File: src/rtl/ntt_bfu_pkg.sv
// Shared Kyber constants and butterfly mode encoding for the NTT butterfly unit.
package kyber_pkg;

    localparam int KYBER_Q    = 3329;
    localparam int KYBER_QINV = -3327;
    localparam int BARRETT_V  = 20159;
    localparam int BFU_LAT    = 4;

    typedef enum logic {
        CT = 1'b0,
        GS = 1'b1
    } bfu_mode_e;

endpackage

File: src/rtl/ntt_bfu_if.sv
// Valid/ready input and output beats of the butterfly unit, all lanes packed side by side.
interface ntt_bfu_if #(
    parameter int LANES = 2,
    parameter int TAG_W = 8
);

    logic                  in_valid;
    logic                  in_ready;
    logic                  in_mode;
    logic [16*LANES-1:0]   in_a;
    logic [16*LANES-1:0]   in_b;
    logic [16*LANES-1:0]   in_zeta;
    logic [TAG_W-1:0]      in_tag;

    logic                  out_valid;
    logic                  out_ready;
    logic                  out_mode;
    logic [16*LANES-1:0]   out_a;
    logic [16*LANES-1:0]   out_b;
    logic [TAG_W-1:0]      out_tag;

    modport master (
        output in_valid, in_mode, in_a, in_b, in_zeta, in_tag, out_ready,
        input  in_ready, out_valid, out_mode, out_a, out_b, out_tag
    );

    modport slave (
        input  in_valid, in_mode, in_a, in_b, in_zeta, in_tag, out_ready,
        output in_ready, out_valid, out_mode, out_a, out_b, out_tag
    );

endinterface

File: src/rtl/ntt_bfu_lane.sv
// One lane of the CT/GS butterfly: 4 register stages, Montgomery multiply and Barrett reduce.
module ntt_bfu_lane
    import kyber_pkg::*;
(
    input  logic               clk,
    input  logic               set,
    input  logic               en,
    input  bfu_mode_e          mode_s1,
    input  bfu_mode_e          mode_s2,
    input  bfu_mode_e          mode_s3,
    input  logic signed [15:0] a,
    input  logic signed [15:0] b,
    input  logic signed [15:0] zeta,
    output logic signed [15:0] ra,
    output logic signed [15:0] rb
);

    localparam int BARRETT_RND = 1 << 25;

    logic signed [15:0] a1, b1, z1, sum1, diff1;
    logic signed [31:0] prod2, bar2;
    logic signed [15:0] add2;
    logic signed [31:0] prod3;
    logic signed [15:0] u3, add3;

    logic signed [15:0] mul_x, add_n, u_n, bred_n, fq_n;
    logic signed [31:0] prod_n, bar_n;

    assign mul_x  = (mode_s1 == GS) ? diff1 : b1;
    assign add_n  = (mode_s1 == GS) ? sum1 : a1;
    assign prod_n = 32'(mul_x) * 32'(z1);
    // Barrett: the 20159*v multiply lands in stage 2, the quotient correction in stage 3
    assign bar_n  = BARRETT_V * 32'(sum1) + BARRETT_RND;
    assign bred_n = 16'(32'(add2) - KYBER_Q * (bar2 >>> 26));
    assign u_n    = 16'($signed(prod2[15:0]) * 16'(KYBER_QINV));
    assign fq_n   = 16'((prod3 - 32'(u3) * KYBER_Q) >>> 16);

    always_ff @(posedge clk or negedge set) begin
        if (!set) begin
            a1    <= '0;
            b1    <= '0;
            z1    <= '0;
            sum1  <= '0;
            diff1 <= '0;
            prod2 <= '0;
            bar2  <= '0;
            add2  <= '0;
            prod3 <= '0;
            u3    <= '0;
            add3  <= '0;
            ra    <= '0;
            rb    <= '0;
        end else if (en) begin
            a1    <= a;
            b1    <= b;
            z1    <= zeta;
            sum1  <= a + b;
            diff1 <= b - a;
            prod2 <= prod_n;
            bar2  <= bar_n;
            add2  <= add_n;
            prod3 <= prod2;
            u3    <= u_n;
            add3  <= (mode_s2 == GS) ? bred_n : add2;
            ra    <= (mode_s3 == GS) ? add3 : add3 + fq_n;
            rb    <= (mode_s3 == GS) ? fq_n : add3 - fq_n;
        end
    end

endmodule

File: src/rtl/ntt_bfu.sv
// Multi-lane NTT butterfly unit: owns the valid/stall/tag/mode pipeline shared by all lanes.
module ntt_bfu
    import kyber_pkg::*;
#(
    parameter int LANES = 2,
    parameter int TAG_W = 8
) (
    input  logic     clk,
    input  logic     set,
    ntt_bfu_if.slave bus
);

    logic                            en;
    logic [BFU_LAT-1:0]              vld;
    logic [BFU_LAT-1:0]              mode_q;
    logic [BFU_LAT-1:0][TAG_W-1:0]   tag_q;

    // The whole pipe advances together; a stalled output freezes every stage
    assign en            = bus.out_ready || !vld[BFU_LAT-1];
    assign bus.in_ready  = en;
    assign bus.out_valid = vld[BFU_LAT-1];
    assign bus.out_mode  = mode_q[BFU_LAT-1];
    assign bus.out_tag   = tag_q[BFU_LAT-1];

    always_ff @(posedge clk or negedge set) begin
        if (!set) begin
            vld    <= '0;
            mode_q <= '0;
            tag_q  <= '0;
        end else if (en) begin
            vld    <= {vld[BFU_LAT-2:0], bus.in_valid};
            mode_q <= {mode_q[BFU_LAT-2:0], bus.in_mode};
            tag_q  <= {tag_q[BFU_LAT-2:0], bus.in_tag};
        end
    end

    for (genvar k = 0; k < LANES; k++) begin : g_lane
        ntt_bfu_lane u_lane (
            .clk     (clk),
            .set     (set),
            .en      (en),
            .mode_s1 (bfu_mode_e'(mode_q[0])),
            .mode_s2 (bfu_mode_e'(mode_q[1])),
            .mode_s3 (bfu_mode_e'(mode_q[2])),
            .a       (bus.in_a[16*k +: 16]),
            .b       (bus.in_b[16*k +: 16]),
            .zeta    (bus.in_zeta[16*k +: 16]),
            .ra      (bus.out_a[16*k +: 16]),
            .rb      (bus.out_b[16*k +: 16])
        );
    end

endmodule

File: src/flat_wrapper.sv
// flat-port wrapper written by rule: the top's interface ports become plain ports
module ntt_bfu_flat import kyber_pkg::*;
#(
    parameter int LANES = 2,
    parameter int TAG_W = 8
)
  (clk, set, bus_in_valid, bus_in_mode, bus_in_a, bus_in_b, bus_in_zeta, bus_in_tag, bus_out_ready, bus_in_ready, bus_out_valid, bus_out_mode, bus_out_a, bus_out_b, bus_out_tag);
  ntt_bfu_if #(.LANES(LANES), .TAG_W(TAG_W)) bus_i ();
  input  logic clk;
  input  logic set;
  input wire logic [$bits(bus_i.in_valid)-1:0] bus_in_valid;
  input wire logic [$bits(bus_i.in_mode)-1:0] bus_in_mode;
  input wire logic [$bits(bus_i.in_a)-1:0] bus_in_a;
  input wire logic [$bits(bus_i.in_b)-1:0] bus_in_b;
  input wire logic [$bits(bus_i.in_zeta)-1:0] bus_in_zeta;
  input wire logic [$bits(bus_i.in_tag)-1:0] bus_in_tag;
  input wire logic [$bits(bus_i.out_ready)-1:0] bus_out_ready;
  output wire logic [$bits(bus_i.in_ready)-1:0] bus_in_ready;
  output wire logic [$bits(bus_i.out_valid)-1:0] bus_out_valid;
  output wire logic [$bits(bus_i.out_mode)-1:0] bus_out_mode;
  output wire logic [$bits(bus_i.out_a)-1:0] bus_out_a;
  output wire logic [$bits(bus_i.out_b)-1:0] bus_out_b;
  output wire logic [$bits(bus_i.out_tag)-1:0] bus_out_tag;
  assign bus_i.in_valid = bus_in_valid;
  assign bus_i.in_mode = bus_in_mode;
  assign bus_i.in_a = bus_in_a;
  assign bus_i.in_b = bus_in_b;
  assign bus_i.in_zeta = bus_in_zeta;
  assign bus_i.in_tag = bus_in_tag;
  assign bus_i.out_ready = bus_out_ready;
  assign bus_in_ready = bus_i.in_ready;
  assign bus_out_valid = bus_i.out_valid;
  assign bus_out_mode = bus_i.out_mode;
  assign bus_out_a = bus_i.out_a;
  assign bus_out_b = bus_i.out_b;
  assign bus_out_tag = bus_i.out_tag;
  ntt_bfu #(.LANES(LANES), .TAG_W(TAG_W)) u_core (.clk(clk), .set(set), .bus(bus_i));
endmodule
File: config.mk
export PLATFORM = sky130hd
export DESIGN_NAME = ntt_bfu_flat
export DESIGN_NICKNAME = d
export VERILOG_FILES = /design/src/rtl/ntt_bfu_pkg.sv /design/src/rtl/ntt_bfu_if.sv /design/src/rtl/ntt_bfu_lane.sv /design/src/rtl/ntt_bfu.sv /design/src/flat_wrapper.sv
export SDC_FILE = /design/constraint.sdc
export NUM_CORES = 2
export LEC_CHECK = 0
export BUFFER_PORTS_ARGS = -buffer_cell sky130_fd_sc_hd__buf_4
export CAP_MARGIN = 0
export CORE_UTILIZATION = 30
export DETAILED_ROUTE_END_ITERATION = 10
export PLACE_DENSITY = 0.52
export SKIP_LAST_GASP = 1
export SLEW_MARGIN = 20
export SYNTH_ARGS = -nofsm -noshare
export SYNTH_HDL_FRONTEND = slang
export SYNTH_SLANG_ARGS = --single-unit
File: constraint.sdc
create_clock -name clk -period 9.8 [get_ports clk]
set_clock_uncertainty 0.15 [all_clocks]
set_input_delay 0.49 -clock clk [delete_from_list [all_inputs] [get_ports clk]]
set_output_delay 0.49 -clock clk [all_outputs]
set_load 0.02 [all_outputs]
After elaboration in Yosys (flattened, before gate mapping)
Index checks and enable logic that the tools add are counted.
- $add $sub $neg: 14
- multipliers: 10
- divide/modulo/power cells: 0
- magnitude comparators: 0
- equality and inequality tests: 0
- shift operators: 0
- mux-type cells: 10
- bitwise gates (word level): 0
- reduce and logical (&&, ||, !) cells: 2
- operator list (cell ; count):
    16-bit two-way mux ; 10
    16-bit subtractor ; 6
    16-bit adder ; 4
    32-bit by 27-bit adder with 32-bit output (second input constant) ; 2
    16-bit by 16-bit multiplier with 32-bit output ; 2
    16-bit by 16-bit multiplier with 32-bit output (first input constant) ; 2
    32-bit by 29-bit subtractor with 32-bit output ; 2
    16-bit by 13-bit multiplier with 29-bit output (second input constant) ; 2
    13-bit by 6-bit multiplier with 16-bit output (first input constant) ; 2
    16-bit by 13-bit multiplier with 16-bit output (second input constant) ; 2
    1-bit logical NOT ; 1
    1-bit logical OR ; 1
- bits in registers: 552
- latch bits: 0
- memory bits (writable): 0
- ROM bits: 0
- input bits: 109
- output and inout bits: 75
- word-level logic and storage cells: 68
- memories kept: 0

Longest topological paths before layout
- word-level depth: 4
- mapped depth: 34
- mapped depth without buffers: 33

Cells and area by module
A second synthesis with hierarchy kept.
- cells, all modules: 6691
- area, all modules: 64859.7 µm²
- by module, submodules not included (module ; instances ; cells each ; area an instance (µm²) ; sequential area each (µm²)):
    ntt_bfu_lane at u_core.g_lane[0].u_lane ; 1 ; 3309 ; 31620.3 ; 5530.3
    ntt_bfu_lane at u_core.g_lane[1].u_lane ; 1 ; 3287 ; 31486.4 ; 5530.3
    ntt_bfu ; 1 ; 95 ; 1752.9 ; 1001.0

Worst setup path before layout
Ideal clock, no wire load.
- path kind: register to register
- start point: register u_core.mode_q[0]
- end point: register u_core.g_lane[1].u_lane.prod2[30]
- library setup time: 129 ps
- data arrival time: 7143 ps
- data required time: 9521 ps
- path slack: 2378 ps
- cell stages (with the launch flop): 25
- buffers on the path: 3
- period minus slack after synthesis: 7422 ps
- cell sequence: dfrtp_1 > buf_1 > clkbuf_1 > mux2_2 > clkbuf_1 > nand2_1 > fa_1 > inv_1 > fa_1 > inv_1 > fa_1 > fa_1 > fa_1 > fa_1 > inv_1 > ha_1 > a21o_1 > a221oi_1 > nor2_1 > a311o_1 > a31oi_1 > nand4b_1 > a31oi_1 > a41o_1 > a2111o_1
- cells in the longest elaborated chain, start to end: 2
- ends and longest elaborated chain (element ; line ; text):
    from (decl) ; ntt_bfu.sv:15 ; logic [BFU_LAT-1:0] mode_q;
    from (signal assigned) ; ntt_bfu.sv:32 ; mode_q <= {mode_q[BFU_LAT-2:0], bus.in_mode};
    16-bit two-way mux ; ntt_bfu_lane.sv:29 ; assign mul_x = (mode_s1 == GS) ? diff1 : b1;
    16-bit by 16-bit multiplier with 32-bit output ; ntt_bfu_lane.sv:31 ; assign prod_n = 32'(mul_x) * 32'(z1);
    to (signal assigned) ; ntt_bfu_lane.sv:59 ; prod2 <= prod_n;
    to (decl) ; ntt_bfu_lane.sv:21 ; logic signed [31:0] prod2, bar2;
No other way between the ends.
A chain may end at the register's enable or synchronous reset.

Final worst setup path
- start point: register u_core.mode_q[0]
- end point: register u_core.g_lane[1].u_lane.prod2[29]
The elaborated chain is that of the path after synthesis.

==> flow_metrics.env <==
export IMPL_io_buffer_count=183
export IMPL_finalWeightedCongestion=0.846
export IMPL_finalCriticalPeriod_ns=8.12
export IMPL_cp_slowest_cell="dfrtp_4"
export IMPL_cp_start_kind="flop"
export IMPL_die_width_um=465
export IMPL_path_delay_family="adder cells"
export IMPL_hold_start="bus_in_mode"
export IMPL_grt_start_max_net_pins=168
export IMPL_clock_latency_ns=0.69
export IMPL_seq_area_frac_synth_pct=18.8
export IMPL_cts_root_buffer="clkbuf_16"
export IMPL_path_max_fanout=40
export IMPL_slew_violations=0
export IMPL_crit_chain="buf_4, mux2_2, nor2_1, fa_1, fa_1, fa_1, inv_1, fa_1, inv_1, fa_1, inv_1, fa_1, inv_1, ha_1, nand4_1, nor2_1, o311ai_1, a2111oi_0, nor3_1, nor3_1, a211oi_1, o21ai_0, xnor2_1, a21oi_1"
export IMPL_yosys_warnings=0
export IMPL_clk_pin_slew_ns=0.06
export IMPL_cts_tree="done"
export IMPL_synth_cell_types=85
export IMPL_grt_antenna_before_repair=11
export IMPL_cts_setup_buffers=0
export IMPL_crit_start="u_core.mode_q[0]"
export IMPL_core_area_sq_mm=0.213
export IMPL_clock_sinks=482
export IMPL_status="finished, final reports clean"
export IMPL_nets=9114
export IMPL_ys_top_cells_by_area="fa_1 27%, dfrtp_1 19%, ha_1 18%"
export IMPL_postSynthCellCount=7078
export IMPL_syn_to_final_growth_pct=11.4
export IMPL_ant_nets=0
export IMPL_timing_final_crit_share_pct=82.9
export IMPL_synth_nets=8983
export IMPL_htree_levels=2
export IMPL_async_flop_share_pct=100
export IMPL_grt_usage_pct=15.2
export IMPL_first_pass_iters=5
export IMPL_initialDrtViolationCount=2040
export IMPL_r2r_start="u_core.mode_q[0]"
export IMPL_ctsResizeCount=0
export IMPL_post_synth_top_area_cell="fa_1"
export IMPL_dpl_hpwl_um=133000
export IMPL_rows=169
export IMPL_routed_wl_um=161000
export IMPL_critical_path_required_ns=10.18
export IMPL_slowest_delay_ns=0.88
export IMPL_io_pin_count=184
export IMPL_start_util_pct=30.3
export IMPL_grt_overflow_total=0
export IMPL_crit_buf_inv=5
export IMPL_final_common_cell="inv_1"
export IMPL_grt_pass1_wl_um=264000
export IMPL_max_cap_viol_count=0
export IMPL_slew_headroom_pct=32.1
export IMPL_die_area_sq_mm=0.216
export IMPL_viasPerCell=4.52
export IMPL_fmax_mhz=123
export IMPL_avgSynthCellArea_sq_um=9.08
export IMPL_final_cell_mix="1514 x inv_1, 998 x nand2_1, 944 x ha_1"
export IMPL_synth_edff_count=0
export IMPL_criticalPathCategory="flop to flop"
export IMPL_rsz0062_at_grt="false"
export IMPL_die_h_um=465
export IMPL_syn_area_sq_mm=0.0643
export IMPL_critPathArrivalTime_ns=8.50
export IMPL_final_hold_violation_count=0
export IMPL_finalSetupViolations=0
export IMPL_cts_buffer_depth=3
export IMPL_layout_drive_gt1_share_pct=5.32
export IMPL_routedWlPerCell_um=16.0
export IMPL_drc_errors=0
export IMPL_num_vias=45600
export IMPL_synthFlopType="dfrtp_1"
export IMPL_crit_top_cell="fa_1"
export IMPL_worst_pin_slew_ns=1.02
export IMPL_numCtsBuffers=60
export IMPL_crit_path_end_kind="flop"
export IMPL_setup_tns_ns=0
export IMPL_antenna_diode_count=0
export IMPL_grt_pass1_vias=48000
export IMPL_synth_top_cell_area_share_pct=26.5
export IMPL_synth_seq_cells=482
export IMPL_hold_class="input port to flop"
## through the flow
stage                     setup WS [ns]  cell area (sq um)  std cells  hold WS (ns)  util (%)
after global placement             1.78              68500       9871         0.296      32.3
after global routing               1.13              71700      10100       0.00920      33.7
after detailed placement           1.67              68500       9871         0.302      32.3
final                              1.68              71700      10100        0.0455      33.7
after CTS                          1.60              71700      10100      0.000204      33.7
after floorplan                    2.38              64300       7078        0.0444         -
## worst paths after layout
path	to	slack (ns)	cells past startpoint
max	u_core.g_lane[1].u_lane.prod2[29]	1.68	24
min	u_core.mode_q[0]	0.05	3
max reg2reg	u_core.g_lane[1].u_lane.prod2[29]	1.68	24
min reg2reg	u_core.vld[2]	0.31	2
max in group asynchronous	u_core.g_lane[0].u_lane.z1[15]	7.09	4
min in group asynchronous	u_core.g_lane[1].u_lane.prod3[3]	0.26	2
## sequential cells by signal, summed over array words and instances, names as in the netlist, 32 cells and up
name                        count
u_core.g_lane.u_lane.sum1      32
u_core.g_lane.u_lane.z1        32
u_core.g_lane.u_lane.b1        32
u_core.g_lane.u_lane.rb        32
u_core.g_lane.u_lane.add3      32
u_core.g_lane.u_lane.ra        32
u_core.g_lane.u_lane.a1        32
u_core.g_lane.u_lane.prod2     64
u_core.g_lane.u_lane.add2      32
u_core.g_lane.u_lane.prod3     64
## worst min-delay path, stage by stage
cell and delay (ns):
buf_4 0.08, nand2_1 0.16, nand2_1 0.11
## synthesized netlist by cell type, types with 6 or more instances
library cell  count
and2_1          176
buf_4             8
a211oi_1         22
a31oi_1          27
inv_1          1514
xor2_1           66
nand4_1          12
buf_1            23
mux2_2           34
dfrtp_1         482
nor2b_1          49
nand2_1         998
a21boi_0          8
a211o_1          10
or3_1            15
nor3_1           47
mux2i_1          58
clkbuf_1        199
nand2b_1         22
nand3b_1          9
fa_1            852
o21a_1           29
or2_2            19
o21bai_1         50
o22ai_1           6
nor4_1            8
and3_1           17
o211ai_1         14
nor2_1          241
nand3_1          41
o31ai_1          26
a21o_1           70
a21oi_1         322
ha_1            944
xnor2_1         206
o21ai_0         344
## cell families after synthesis
family          Yosys count  share of synthesized area, %
xor+xnor                272                          3.71
simple gates           1679                          11.4
fa+ha+maj              1796                          44.9
compound gates         1006                          9.40
mux                      93                          1.52
buf+inv                1750                          10.3
flops                   482                          18.8
## routing by layer
metal / wire length, um / global-route usage (%) / share of wire [%] / vias up
li1: - / - / - / 22400
met5: 0 / 0 / 0 / -
met4: 4060 / 3.66 / 2.5 / 0
met2: 77200 / 26.2 / 48 / 607
met3: 4980 / 1.52 / 3.1 / 174
met1: 75200 / 20.3 / 47 / 22400
## area by class of cell
type / instances / area (sq um)
clock buffer: 82 / 1690
clock inverter: 31 / 453
fill: 22000 / 141000
inverter: 1516 / 5700
multi-input combinational: 4846 / 45600
sequential: 482 / 12100
tap: 2821 / 3530
timing repair buffer: 303 / 2570
## timing repair
| action | 4_1_cts | 5_1_grt |
|---|---|---|
| hold endpoints to repair | 178 | 0 |
| hold buffers | 97 | 0 |
| endpoints found under the setup margin | 0 | 0 |
Power is left out: the tool's default activity adds up to more than one toggle a clock period on the data nets, which glitch-free logic cannot reach.
